`config.mk`:
```
export PLATFORM = sky130hd
export DESIGN_NAME = alu_operand_sequencer
export DESIGN_NICKNAME = d
export VERILOG_FILES = /design/src/rtl/alu_operand_sequencer.sv
export SDC_FILE = /design/constraint.sdc
export NUM_CORES = 1
export LEC_CHECK = 0
export CELL_PAD_IN_SITES_DETAIL_PLACEMENT = 0
export CELL_PAD_IN_SITES_GLOBAL_PLACEMENT = 2
export CORE_MARGIN = 1.5
export CORE_UTILIZATION = 25
export CTS_BUF_LIST = sky130_fd_sc_hd__clkbuf_16
export CTS_CLUSTER_SIZE = 8
export DETAILED_ROUTE_END_ITERATION = 8
export MAX_ROUTING_LAYER = met4
export PLACE_DENSITY_LB_ADDON = 0.3
export SYNTH_ARGS = -nofsm -noshare
export SYNTH_HDL_FRONTEND = slang
export SYNTH_SLANG_ARGS = --single-unit
```
`constraint.sdc`:
```
create_clock -name clk -period 2.1 [get_ports clk]
set_clock_uncertainty 0.1 [all_clocks]
set_input_delay 0.42 -clock clk [delete_from_list [all_inputs] [get_ports clk]]
set_output_delay 0.42 -clock clk [all_outputs]
set_load 0.01 [all_outputs]
```
`src/rtl/alu_operand_sequencer.sv`:
```
// Collects an A/B operand pair for a downstream combinational ALU, captures its
// result and holds it until the consumer completes a valid/ready handshake.
module alu_operand_sequencer #(
   parameter int unsigned N = 4
) (
   input  logic         clk,
   input  logic         rst,
   input  logic [N-1:0] op_data,
   input  logic         op_valid,
   output logic         op_ready,
   output logic [N-1:0] alu_in0,
   output logic [N-1:0] alu_in1,
   input  logic [N-1:0] alu_out,
   output logic [N-1:0] res_data,
   output logic         res_valid,
   input  logic         res_ready,
   output logic         busy,
   output logic [7:0]   txn_count
);

   typedef enum logic [1:0] {
      LOAD_A,
      LOAD_B,
      EXEC,
      HOLD
   } state_t;

   state_t       state, state_nxt;
   logic [N-1:0] in0_nxt, in1_nxt, res_nxt;
   logic         rv_nxt;
   logic [7:0]   cnt_nxt;
   logic         accept;

   always_ff @(posedge clk) begin
      if (rst) begin
         state     <= LOAD_A;
         alu_in0   <= '0;
         alu_in1   <= '0;
         res_data  <= '0;
         res_valid <= 1'b0;
         txn_count <= '0;
      end else begin
         state     <= state_nxt;
         alu_in0   <= in0_nxt;
         alu_in1   <= in1_nxt;
         res_data  <= res_nxt;
         res_valid <= rv_nxt;
         txn_count <= cnt_nxt;
      end
   end

   // op_ready depends on state alone so the producer never sees a valid->ready path.
   assign op_ready = (state == LOAD_A) || (state == LOAD_B);
   assign busy     = (state != LOAD_A);
   assign accept   = op_valid & op_ready;

   always_comb begin
      state_nxt = state;
      in0_nxt   = alu_in0;
      in1_nxt   = alu_in1;
      res_nxt   = res_data;
      rv_nxt    = res_valid;
      cnt_nxt   = txn_count;
      unique case (state)
         LOAD_A: begin
            if (accept) begin
               in0_nxt   = op_data;
               state_nxt = LOAD_B;
            end
         end
         LOAD_B: begin
            if (accept) begin
               in1_nxt   = op_data;
               state_nxt = EXEC;
            end
         end
         EXEC: begin
            res_nxt   = alu_out;
            rv_nxt    = 1'b1;
            state_nxt = HOLD;
         end
         HOLD: begin
            if (res_valid && res_ready) begin
               rv_nxt    = 1'b0;
               cnt_nxt   = txn_count + 8'd1;
               state_nxt = LOAD_A;
            end
         end
         default: state_nxt = LOAD_A;
      endcase
   end

endmodule
```
* Word-level counts from Yosys, hierarchy flattened
Index checks and enable logic that the tools add are counted.
** Storage, ports and cells
- Bits in registers :: 23
- Bits of input ports :: 12
- Output and inout bits :: 23
** Cells by class
- Add/subtract/negate cells :: 1
- Equal/unequal tests :: 6
- Multiplexer cells :: 6
- Bitwise operators :: 1
- Reduce and logical (&&, ||, !) cells :: 10
** Operator list (count)
- adder 8 x 1 -> 8 bit, second input constant :: 1
- one-hot mux 2 bit (4 select lines) :: 1
- AND reduction 2 bit :: 4
- 2-to-1 mux 2 bit :: 3
- != test 2 bit, second input constant :: 3
- == test 2 bit, second input constant :: 2
- nonzero test 2 bit :: 2
- AND reduction 3 bit :: 1
- == test 2 x 1 -> 1 bit, second input constant :: 1
- zero test 2 bit :: 1
- one-hot mux 1 bit (2 select lines) :: 1
- AND 1 bit :: 1
- logical AND 1 bit :: 1
- logical OR 1 bit :: 1
- 2-to-1 mux 1 bit :: 1

* Depth between registers and ports, before layout
- Depth after elaboration :: 5
- Depth in mapped cells :: 6
- Depth with buffers taken out :: 5

* Worst setup path before layout
Ideal clock, no wire load.
- Path kind :: reg-to-reg
- From :: reg state[0]
- To :: reg txn_count[7]
- Arrival :: 1.434 ns
- Data required time :: 1.879 ns
- Slack :: 0.445 ns
- Cell stages (with the launch flop) :: 6
- Period minus slack after synthesis :: 1.655 ns
- Path through :: dfxtp_1 > ha_1 > nand3_2 > buf_6 > nor4_1 > mux2_2
** On the way
- Cells in the longest elaborated chain, start to end :: 2
** RTL lines
- start: declaration :: line 28 : state_t state, state_nxt;
- start signal: assignment :: line 43 : state <= state_nxt;
- == test 2 bit :: line 64 : unique case (state)
- AND reduction 2 bit (no source line)
- end signal: assignment :: line 48 : txn_count <= cnt_nxt;
- end: declaration :: line 18 : output logic [7:0] txn_count
Every way passes these cells.
A chain may end at the register's enable or synchronous reset.

* Worst setup path in the final report
- From :: reg state[0]
- To :: out op_ready
** On the way
- Cells in the longest elaborated chain, start to end :: 2
** RTL lines
- == test 2 x 1 -> 1 bit / zero test 2 bit (equally long branches) :: line 53 : assign op_ready = (state == LOAD_A) || (state == LOAD_B);
- logical OR 1 bit (*) :: line 53
- end: declaration :: line 10 : output logic op_ready,
Mark *: on every way between the ends. The rest lies on a longest branch, timed or not.

==> metrics.md <==
| Metric | Value |
|---|---|
| Status | `finished clean` |
| Clock Pin Slew Worst Setup and Hold Paths | `roughly 60 ps` |
| CTS tree | `built` |
| Post-CTS setup buffers | `0` |
| Synth-to-Final Area Change | `48.9%` |
| Synth top area share | `~45%` |
| Hold depth | `2` |
| Switching portion of total power | `between 30% and 40%` |
| First-pass GRT wire length | `3.75 mm` |
| Dpl cells | `202` |
| Hold Path Class | `flip-flop to flip-flop` |
| Yosys reg bits | `23` |
| Initial DRC count | `23` |
| # DRC | `0` |
| Hold Crit Start | `alu_in1[0]` |
| Final Hold Viols | `0` |
| P_leak | `0.561 nW` |
| Largest net degree at the start of global routing | `15` |
| Register area share after synthesis | `about 45%` |
| Antenna fix cells | `0` |
| Layout Nets | `approximately 180` |
| Ys async rst share | `0%` |
| Cts hold-fix bufs | `0` |
| FP Rows | `23` |
| Primary FF master, synth | `dfxtp_1` |
| Top post-synthesis cells by area | `dfxtp_1, a21oi_1, ha_1` |
| R2R depth | `4` |
| Finished Core Util | `38.7%` |
| CP endpoint kind | `primary output` |
| Via density | `4.48` |
| Grt total ovfl | `0` |
| Power Density | `between 900 and 1000 nW/um^2` |
| Count of different cell masters after synthesis | `27` |
| Power consumption | `about 1.5 mW` |
| Dpl hpwl | `1.86 mm` |
| GR Util met3 | `2.67%` |
| Vias in the first global route | `~860` |
| Synthesized cell area | `a little over 1000 um^2` |
| P_sw | `roughly 0.48 mW` |
| Total die area | `between 4000 and 5000 um^2` |
| RSZ-0062 raised after global routing | `no` |
| Part of the power in combinational logic | `36.2%` |
| F_max | `0.500 GHz` |
| Largest area contributor in the netlist | `dfxtp_1` |
| Maximum vdd drop | `0.357 mV` |
| Final worst slack | `101 ps` |
| Flop-to-flop setup slack | `~360 ps` |
| Layout cells sized above 1 | `between 10% and 20%` |
| Total CTS buffers | `3` |
| Setup_tns | `0 ps` |
| Core ar. | `approximately 4000 um^2` |
| Final period utilization | `between 90% and 100%` |
| Slew Limit Fails | `0` |
| Warnings from Yosys | `0` |
| P_int | `around 1.1 mW` |
| Fillcell total | `404` |
| Die Y-Extent | `between 60 and 70 um` |
| Port Buffers | `34` |
| Max cap viols | `0` |
| Post-Layout Cell Count | `206` |
| Clk_lat worst skew | `approximately 250 ps` |
| Met2 usage | `between 10% and 20%` |
| Gpl congestion | `roughly 0.8` |
| End of the worst hold path | `alu_in1[0]` |
| GRT met1 Usage | `14.5%` |
| Mean Syn Cell Area | `slightly below 9 um^2` |
| Busiest grt layer | `met2` |
| Io pins | `35` |
| Pre-CTS setup slack | `just over 100 ps` |
| Die W | `slightly below 70 um` |
| Reg2reg start | `state[0]` |
| Clock sink count | `23` |
| Net Count, Synth | `approximately 140` |
| Crit path launch type | `flip-flop` |
| Worst EP arrival | `1480 ps` |
| GRT Util Overall | `approximately 12%` |
| Worst-path fanout max | `4` |
| Clock Tree Root | `clkbuf_16` |
| Post-layout min period | `roughly 2000 ps` |
| WL/cell | `~12 um` |
| Antenna violations before repair | `0` |
| Final setup vio count | `0` |
| H-tree depth | `1` |
| Clock power share | `between 20 and 30%` |
| Clk buf depth | `2` |
| Post-synth EDFFs | `0` |
| Starting Density | `between 20% and 30%` |
| Worst-margin pin slew | `between 300 and 400 ps` |
| # resized after CTS | `4` |
| Crit path required time | `about 1600 ps` |
| DRT Pass-1 Iters | `4` |
| Mapped Cells | `between 100 and 150` |
| Slew HR | `roughly four fifths` |
| Flop pwr share | `between 30% and 40%` |
| Post-DRT Antenna Nets | `0` |
| Total Routed Length | `~2.4 mm` |
| Crit Reg-Reg Endpoint | `txn_count[7]` |
| CP Class | `flip-flop to primary output` |
| DR vias | `just over 900` |
## metrics by stage
stage | instance area, um^2 | hold WS (ps)
floorplan | 1030 | 374
global placement | 1450 | 344
detailed placement | 1450 | 353
CTS | 1540 | 363
global route | 1540 | 382
finish | 1540 | 357
## state kept, by name (all words and copies together), names as in the netlist
name and cells:
alu_in0 4, alu_in1 4, res_data 4, res_valid 1, state 2, txn_count 8
## cells in the final DEF (no fill, tap or decap)
cell	n
clkdlybuf4s50_1	32
nor4_1	2
a21boi_0	1
dfxtp_2	2
ha_1	6
nand4_1	1
nor2b_1	1
or3_2	2
and2b_2	1
mux2i_1	5
nor3_1	1
nand3_2	1
buf_4	7
or2_2	1
o21bai_1	1
dlygate4sd2_1	2
o21ba_2	1
dfxtp_1	21
mux2_2	1
clkbuf_16	3
o21ai_0	3
a21oi_1	15
nand3_1	12
inv_1	3
a21bo_2	1
nor2_1	9
xor2_1	2
clkinvlp_4	1
nand2_1	14
o31ai_1	2
or4_1	2
## power groups by stage
stage	Sequential [mW]	Clock, mW	Combinational, mW
global placement	0.562	0	0.574
global route	0.569	0.451	0.627
detailed placement	0.566	0	0.583
finish	0.561	0.416	0.555
floorplan	0.581	0	0.295
CTS	0.561	0.431	0.566
## cells in the mapped netlist, drive strengths merged (2+ instances only)
library cell and instances:
mux2i 5, or4 2, a21oi 15, nor2 9, inv 3, ha 6, nand2 14, dfxtp 23
o21ai 3, clkbuf 6, nand3 13, xor2 2, nor4 2, o31ai 2, or3 2
## kinds of logic (layout without fill, tap and decap cells)
family	Yosys count	in the layout	share of synthesized area [%]
XOR/XNOR	2	2	1.70
AO/OA/AOI/OAI	24	24	13.6
adder cells (fa/ha/maj)	6	6	7.28
buffers and inverters	10	48	4.37
flip-flops	23	23	44.7
AND/OR/NAND/NOR	47	47	22.5
multiplexers	6	6	5.95
## worst max path at each step
stage / slack [ps] / end / start
after CTS: 90 / op_ready / state[0]
after global routing: 40 / op_ready / state[0]
after floorplan: 450 / txn_count[7] / state[0]
after detailed placement: 100 / txn_count[7] / res_ready
after global placement: 130 / txn_count[7] / res_ready
final: 100 / op_ready / state[0]
## cell type report
type | instances | area [um^2] | share of cell area [%]
multi-input combinational | 85 | 526 | 34.2
sequential | 23 | 463 | 30.2
timing repair buffer | 41 | 390 | 25.4
clock buffer | 3 | 75.1 | 4.89
tap | 50 | 62.6 | 4.07
inverter | 3 | 11.3 | 0.733
clock inverter | 1 | 7.51 | 0.489
## metal layers
metal	share of wire (%)	routed length (um)
met3	4.3	102
met2	47	1110
met5	0	0
met1	48	1140
met4	0.72	17
## worst max-delay path: stages (launching register included)
cell           delay [ps]
dfxtp_2               360
inv_1                  80
ha_1                  210
or2_2                 290
dlygate4sd2_1         290
No activity file was read; power rests on OpenSTA's default activity.
